### config.mk
export PLATFORM = sky130hd
export DESIGN_NAME = wb_obi_bridge
export DESIGN_NICKNAME = d
export VERILOG_FILES = /design/src/rtl/wb_obi_bridge_pkg.sv /design/src/rtl/bridge_timeout_cnt.sv /design/src/rtl/wb_obi_bridge.sv
export SDC_FILE = /design/constraint.sdc
export NUM_CORES = 1
export LEC_CHECK = 0
export BUFFER_PORTS_ARGS = -buffer_cell sky130_fd_sc_hd__buf_4
export CAP_MARGIN = 10
export CORE_MARGIN = 10
export CORE_UTILIZATION = 26
export DETAILED_ROUTE_END_ITERATION = 10
export SYNTH_ARGS = -nofsm -noshare
export SYNTH_HDL_FRONTEND = slang
export SYNTH_SLANG_ARGS = --single-unit
export TNS_END_PERCENT = 5
### constraint.sdc
create_clock -name clk_i -period 4.5 [get_ports clk_i]
set_input_delay 0.675 -clock clk_i [delete_from_list [all_inputs] [get_ports clk_i]]
set_output_delay 0.675 -clock clk_i [all_outputs]
set_load 0.01 [all_outputs]
### src/rtl/wb_obi_bridge_pkg.sv
// Shared types and helpers for the Wishbone-to-OBI bridge.
`timescale 1ns/1ps
package wb_obi_bridge_pkg;

  localparam int DEF_ADDR_W = 32;
  localparam int DEF_DATA_W = 32;

  // Bridge sequencing: accept WB transfer, hold OBI request, wait for response,
  // pulse ack, or absorb a late response after a timeout.
  typedef enum logic [2:0] {
    IDLE,
    REQ,
    RESP,
    ACK,
    DRAIN
  } state_t;

  // Counter width able to hold 0..timeout_cycles, never narrower than one bit.
  function automatic int timeout_cnt_w(input int timeout_cycles);
    int w;
    w = $clog2(timeout_cycles + 1);
    return (w < 1) ? 1 : w;
  endfunction

endpackage

### src/rtl/bridge_timeout_cnt.sv
// Response timeout counter: counts enabled cycles and flags the terminal count.
`timescale 1ns/1ps
module bridge_timeout_cnt
  import wb_obi_bridge_pkg::*;
#(
  parameter int TIMEOUT_CYCLES = 256
) (
  input  logic clk_i,
  input  logic rst_i,
  input  logic clear,
  input  logic enable,
  output logic done
);

  localparam int CNT_W = timeout_cnt_w(TIMEOUT_CYCLES);
  localparam logic [CNT_W-1:0] TERM = CNT_W'(TIMEOUT_CYCLES - 1);

  logic [CNT_W-1:0] count;

  // Cycle counter: clear wins over enable; holds when idle.
  always_ff @(posedge clk_i or posedge rst_i) begin
    if (rst_i) begin
      count <= '0;
    end else if (clear) begin
      count <= '0;
    end else if (enable) begin
      count <= count + CNT_W'(1);
    end
  end

  // Terminal count only matters while the bridge is actually waiting.
  assign done = enable && (count == TERM);

endmodule

### src/rtl/wb_obi_bridge.sv
// Wishbone classic slave to OBI master bridge: one WB transfer -> one OBI transaction,
// with a response timeout so a silent OBI slave cannot hang the Wishbone bus.
`timescale 1ns/1ps
module wb_obi_bridge
  import wb_obi_bridge_pkg::*;
#(
  parameter int                ADDR_W          = DEF_ADDR_W,
  parameter int                DATA_W          = DEF_DATA_W,
  parameter logic [ADDR_W-1:0] OBI_ADDR_OFFSET = '0,
  parameter int                TIMEOUT_CYCLES  = 256
) (
  input  logic                clk_i,
  input  logic                rst_i,
  input  logic                wb_cyc_i,
  input  logic                wb_stb_i,
  input  logic [ADDR_W-1:0]   wb_addr_i,
  input  logic [DATA_W-1:0]   wb_wdata_i,
  input  logic                wb_wr_en_i,
  input  logic [DATA_W/8-1:0] wb_byte_en_i,
  output logic [DATA_W-1:0]   wb_rdata_o,
  output logic                wb_ack_o,
  output logic                wb_err_o,
  output logic                obi_req_o,
  input  logic                obi_gnt_i,
  output logic [ADDR_W-1:0]   obi_addr_o,
  output logic                obi_wr_en_o,
  output logic [DATA_W/8-1:0] obi_byte_en_o,
  output logic [DATA_W-1:0]   obi_wdata_o,
  input  logic                obi_rvalid_i,
  input  logic [DATA_W-1:0]   obi_rdata_i
);

  state_t state;
  logic   abort_q;
  logic   abort_now;
  logic   tmo_hit;

  // A master that drops cyc in the response cycle itself is treated as gone too.
  assign abort_now = abort_q || !wb_cyc_i;

  generate
    if (TIMEOUT_CYCLES != 0) begin : g_timeout
      logic cnt_clear;
      logic cnt_enable;

      // Restart on grant; count only cycles spent waiting without a response.
      assign cnt_clear  = (state == REQ) && obi_gnt_i;
      assign cnt_enable = (state == RESP) && !obi_rvalid_i;

      bridge_timeout_cnt #(
        .TIMEOUT_CYCLES(TIMEOUT_CYCLES)
      ) u_timeout_cnt (
        .clk_i  (clk_i),
        .rst_i  (rst_i),
        .clear  (cnt_clear),
        .enable (cnt_enable),
        .done   (tmo_hit)
      );
    end else begin : g_no_timeout
      assign tmo_hit = 1'b0;
    end
  endgenerate

  // Bridge FSM with all bus outputs registered in the same block.
  // NOTE: sequential state uses non-blocking assignments so every branch sees pre-edge values.
  always_ff @(posedge clk_i or posedge rst_i) begin
    if (rst_i) begin
      state         <= IDLE;
      abort_q       <= 1'b0;
      wb_rdata_o    <= '0;
      wb_ack_o      <= 1'b0;
      wb_err_o      <= 1'b0;
      obi_req_o     <= 1'b0;
      obi_addr_o    <= '0;
      obi_wr_en_o   <= 1'b0;
      obi_byte_en_o <= '0;
      obi_wdata_o   <= '0;
    end else begin
      case (state)
        IDLE: begin
          if (wb_cyc_i && wb_stb_i) begin
            obi_addr_o    <= wb_addr_i + OBI_ADDR_OFFSET;
            obi_wdata_o   <= wb_wdata_i;
            obi_wr_en_o   <= wb_wr_en_i;
            obi_byte_en_o <= wb_byte_en_i;
            obi_req_o     <= 1'b1;
            state         <= REQ;
          end
        end

        REQ: begin
          // The request is never withdrawn; a vanished master only marks the abort.
          if (!wb_cyc_i) begin
            abort_q <= 1'b1;
          end
          if (obi_gnt_i) begin
            obi_req_o <= 1'b0;
            state     <= RESP;
          end
        end

        RESP: begin
          if (obi_rvalid_i) begin
            wb_rdata_o <= obi_rdata_i;
            if (abort_now) begin
              abort_q <= 1'b0;
              state   <= IDLE;
            end else begin
              wb_ack_o <= 1'b1;
              state    <= ACK;
            end
          end else begin
            if (!wb_cyc_i) begin
              abort_q <= 1'b1;
            end
            if (tmo_hit) begin
              wb_err_o <= !abort_now;
              state    <= DRAIN;
            end
          end
        end

        ACK: begin
          wb_ack_o <= 1'b0;
          state    <= IDLE;
        end

        DRAIN: begin
          // The late response is swallowed; no new WB request is taken meanwhile.
          wb_err_o <= 1'b0;
          if (obi_rvalid_i) begin
            abort_q <= 1'b0;
            state   <= IDLE;
          end
        end

        default: begin
          state <= IDLE;
        end
      endcase
    end
  end

endmodule

# Word-level counts from Yosys, hierarchy flattened
# Index checks and enable logic that the tools add are counted.
# W data, S select, Z words.
word_totals:
  regBits: 117
  elab_cells: 70
op_classes:
  n_addsub: 1
  eq_ne: 14
  mux: 23
  reduce_logical: 21
ops:
  columns: ["op", "n"]
  rows:
  - ["$mux W9", 2]
  - ["$mux W3", 5]
  - ["$ne A2 B2 Y1 const B", 6]
  - ["$pmux W3 S4", 1]
  - ["$reduce_and A3 Y1", 4]
  - ["$mux W1", 10]
  - ["$add A9 B1 Y9 const B", 1]
  - ["$eq A9 B8 Y1 const B", 1]
  - ["$reduce_bool A2 Y1", 4]
  - ["$eq A3 B2 Y1 const B", 2]
  - ["$pmux W1 S2", 3]
  - ["$logic_and A1 B1 Y1", 4]
  - ["$reduce_and A2 Y1", 2]
  - ["$reduce_and A4 Y1", 1]
  - ["$eq A3 B1 Y1 const B", 1]
  - ["$eq A3 B3 Y1 const B", 1]
  - ["$logic_not A1 Y1", 3]
  - ["$logic_not A3 Y1", 1]
  - ["$ne A3 B2 Y1 const B", 1]
  - ["$ne A3 B3 Y1 const B", 1]
  - ["$pmux W1 S3", 1]
  - ["$reduce_bool A3 Y1", 1]
  - ["$mux W2", 1]
  - ["$ne A2 B1 Y1 const B", 1]
  - ["$logic_or A1 B1 Y1", 1]

# Longest topological paths before layout
logic_depth:
  ltp_word: 6
  mapped_depth: 7
  mapped_depth_nobuf: 7

# By module
# From an unflattened synthesis, not the netlist that was laid out.
unflattened:
  cells_unflattened: 302
  hier_area_um2: 4663.2
modules_own_cells:
  columns: ["module", "instances", "cells_per_inst", "area_each_um2"]
  rows:
  - ["wb_obi_bridge", 1, 256, 4204.0]
  - ["bridge_timeout_cnt", 1, 46, 459.2]

# Least setup slack after synthesis
# No wires, ideal clock.
synth_path:
  kind: "input to register"
  startpoint: "input obi_rvalid_i"
  endpoint: "register g_timeout.u_timeout_cnt.count[5]"
  setup_ns: 0.078
  arrival_ns: 2.038
  path_slack_ns: 2.385
  path_stages: 5
  n_path_buf: 2
  path_cell_list: "buf_6 or4b_1 clkbuf_2 or4_1 a21oi_1"
synth_between:
  elab_chain_len: 3
synth_rtl:
  columns: ["item", "line", "rtl"]
  rows:
  - ["from (decl)", "wb_obi_bridge.sv:29", "input logic obi_rvalid_i,"]
  - ["$logic_not A1 Y1", "wb_obi_bridge.sv:48", "assign cnt_enable = (state == RESP) && !obi_rvalid_i;"]
  - ["$logic_and A1 B1 Y1", "wb_obi_bridge.sv:48", null]
  - ["$reduce_bool A2 Y1 (no source line)", null, null]
  - ["to (signal assigned)", "bridge_timeout_cnt.sv:27", "count <= count + CNT_W'(1);"]
  - ["to (decl)", "bridge_timeout_cnt.sv:18", "logic [CNT_W-1:0] count;"]
# No other way between the ends.
# A chain may end at the register's enable or synchronous reset.

# Worst setup path in the final report
layout_path:
  startpoint: "register state[0]"
  endpoint: "register obi_addr_o[7]"
layout_between:
  elab_chain_len: 2
layout_rtl:
  columns: ["item", "line", "rtl"]
  rows:
  - ["from (decl)", "wb_obi_bridge.sv:33", "state_t state;"]
  - ["from (signal assigned)", "wb_obi_bridge.sv:68", "state <= IDLE;"]
  - ["from (signal assigned)", "wb_obi_bridge.sv:87", "state <= REQ;"]
  - ["from (signal assigned)", "wb_obi_bridge.sv:98", "state <= RESP;"]
  - ["$logic_not A3 Y1", "wb_obi_bridge.sv:79", "case (state)"]
  - ["$reduce_and A2 Y1 (no source line)", null, null]
  - ["to (signal assigned)", "wb_obi_bridge.sv:82", "obi_addr_o <= wb_addr_i + OBI_ADDR_OFFSET;"]
  - ["to (decl)", "wb_obi_bridge.sv:25", "output logic [ADDR_W-1:0] obi_addr_o,"]
# No other way between the ends.

==> results.py <==
metrics = {
    "route": {
        "wl_mm": 12.9,
        "ant_nets": 0,
        "drc": 0,
        "vias_per_cell": 4.39,
        "wl_per_cell_microns": 16.9,
        "dr.pass1.iters": 4,
        "drtIter0Drc": 73,
        "dr_total_vias": 3357,
    },
    "logic_synthesis": {
        "syn-num-nets": 419,
        "syn_inst": 310,
        "syn_avg_cell_area_sq_um": 14.9,
        "synth_area_leaders": "dfrtp_1 (63%), mux2_2 (24%), buf_2 (1.1%)",
        "ys_seq_area_frac": 0.634,
        "synth_seq_cells": 117,
        "synthDistinctLibCells": 36,
        "synth_top_area_share": 0.634,
        "synth_top_area_cell": "dfrtp_1",
        "yosysWarnings": 0,
        "syn_area_sq_um": 4620,
    },
    "min_path": {
        "hold_path.class": "in2async",
    },
    "sta": {
        "finalCritPeriodShare": 0.538,
        "hold_viol": 0,
        "max_clock_freq_mhz": 413,
        "setup-violations-final": 0,
        "tightest_slew_ns": 0.847,
        "timing.hold.ws_ns": 0.341,
        "fin_crit_ns": 2.42,
        "rsz0062_at_grt": "false",
        "finalSetupTns_ns": 0,
        "slew_violations": 0,
        "finalClockSkew_ns": 0.00647,
        "timing.final.ws_setup_ns": 2.08,
        "max_slew_margin": 0.431,
    },
    "place": {
        "pre_cts_slack_ns": 1.93,
        "hpwl_mm": 9.95,
        "io_buffers": 210,
        "place_inst": 733,
        "routabilityCongestion": 0.753,
    },
    "clock_tree": {
        "cts-hold-fix-buffers": 0,
        "cts_tree": "built",
        "root_buffer": "clkbuf_16",
        "cts_buffers": 17,
        "clkTransAtPathRegs_ns": 0.05,
        "cts_num_sinks": 117,
        "htreeDepth": 4,
        "post_cts_buffers": 0,
        "clockBufferDepth": 2,
        "clk-insertion-delay-late_ns": 0.40,
        "cts.repair.resized": 0,
    },
    "worst_setup_path": {
        "path_class": "reg2reg",
        "slowest_delay_ns": 0.84,
        "crit_arrival_ns": 2.70,
        "r2r_end": "obi_addr_o[7]",
        "end_kind": "register",
        "cp_cell_sequence": "nor4_4 -> buf_4 -> mux2_2",
        "r2r_cells": 3,
        "critPathCapture": "obi_addr_o[7]",
        "r2r_slack_ns": 2.08,
        "cp_slowest_cell": "nor4_4",
        "r2r-start": "state[0]",
        "setup.worst_path.start": "state[0]",
        "path_max_fanout": 30,
        "cp.depth": 3,
        "crit_family": "simple AND/OR/NAND/NOR gates",
        "crit_buf_inv": 1,
        "start_kind": "register",
        "critPathRequiredTime_ns": 4.78,
    },
    "cells_and_area": {
        "layout_commonest_cell": "buf_4",
        "area_growth_pct": 53.4,
        "drive_gt1_frac": 0.644,
        "final_cell_mix": "buf_4 (215), dfrtp_1 (117), mux2_2 (100)",
        "fin_nets": 636,
        "layout.cells.non_filler": 764,
        "diodes": 0,
        "num-fill-cells": 1627,
    },
    "grt": {
        "grt_usage": 0.110,
        "grt_pass1_vias": 3721,
        "overflow": 0,
        "grt_max_degree": 47,
        "grt_pass1_wl_mm": 20.7,
        "antenna_found_initial": 0,
    },
    "power_and_ir_drop": {
        "p_leak_nw": 3.28,
        "peakVddDrop_v": 0.000319,
        "power_density_nw_per_um2": 719,
    },
    "floorplan": {
        "core_sq_um": 17400,
        "die_area_sq_um": 23500,
        "start_util": 0.266,
        "rows": 48,
        "fp.dieH_microns": 153,
        "pin_count": 211,
        "die_x_microns": 153,
    },
    "run_status": {
        "outcome": "finished, final reports clean",
    },
    "job": {
        "maxCapViolCount": 0,
    },
}
==> power by group <==
group	total, mW	leakage, nW	internal, mW	switching [mW]
logic	1.79	1.56	1.06	0.728
registers	1.85	1.40	1.55	0.298
clock network	1.45	0.311	0.995	0.455
total	5.09	3.28	3.61	1.48
==> cells in the mapped netlist <==
master and instances:
or4_1 2, a41oi_1 1, o311ai_0 1, nand4bb_1 1, o211ai_1 1, nor4_2 1
a21boi_0 1, nor2b_1 4, nor2_1 3, nor3_1 2, dfrtp_1 117, mux2_2 100
nor4bb_1 1, and3b_1 3, nor3b_1 1, nand4_1 1, buf_6 1, or3_1 3
nand2_1 7, o31ai_1 2, a211oi_1 1, mux2_1 1, a21o_1 2, mux2i_1 1
inv_1 5, o21ai_0 8, buf_2 10, clkbuf_2 1, ha_1 2, a21oi_1 9
nand3_1 6, nand2b_1 1, o32ai_1 1, clkbuf_1 5, nand3b_1 3, or4b_1 1
==> flip-flops by register name, indices dropped and copies added (netlist names) <==
name and cells:
obi_addr_o 32, obi_wdata_o 32, wb_rdata_o 32, g_timeout.u_timeout_cnt.count 9
obi_byte_en_o 4, state 3, abort_q 1, obi_req_o 1
obi_wr_en_o 1, wb_ack_o 1, wb_err_o 1
==> cell families after synthesis <==
family | Yosys count | share of synthesized area
AOI/OAI and AO/OA | 27 | 0.0355
adders and majority gates | 2 | 0.00542
muxes | 102 | 0.249
DFF | 117 | 0.634
and+or+nand+nor | 40 | 0.0539
buffers and inverters | 22 | 0.0225
==> metal layers <==
layer / vias up / share of wire / GRT usage / wire (microns)
met5: - / 0 / 0 / 0
met4: 0 / 0.018 / 0.0463 / 230
met3: 14 / 0.090 / 0.0522 / 1160
met2: 133 / 0.49 / 0.175 / 6380
met1: 1660 / 0.40 / 0.123 / 5170
li1: 1550 / - / - / -
==> final cells by class <==
type,count,area (sq um),share of cell area
flip-flops and latches,117,2930,0.413
repair buffers,215,1610,0.228
clock buffers,23,498,0.0703
multi-input cells,171,1590,0.225
clock inverters,8,145,0.0205
inverters,5,21.3,0.00300
well taps,225,282,0.0398
==> through the flow <==
stage	utilization	instance area [sq um]	power [mW]
floorplan	-	4620	2.66
global placement	0.371	6440	3.66
detailed placement	0.371	6440	3.71
CTS	0.408	7080	5.19
global route	0.408	7080	5.41
finish	0.408	7080	5.09
==> worst min-delay path by stage <==
| stage | startpoint | end | slack (ns) |
|---|---|---|---|
| 5_1_grt | rst_i | obi_wdata_o[2] | 0.39 |
| 3_5_place_dp | wb_rdata_o[20] | wb_rdata_o[20] | 0.48 |
| 6_report | rst_i | obi_wdata_o[0] | 0.34 |
| 4_1_cts | rst_i | obi_wdata_o[4] | 0.35 |
| 3_3_place_gp | wb_rdata_o[20] | wb_rdata_o[20] | 0.47 |
| 2_1_floorplan | g_timeout.u_timeout_cnt.count[8] | g_timeout.u_timeout_cnt.count[8] | 0.47 |
==> worst register-to-register path, stage by stage (launching register included) <==
cell and delay [ns]:
dfrtp_1 0.56, nor4_4 0.84, buf_4 0.49, mux2_2 0.40
Power figures use the tool's default switching activity.
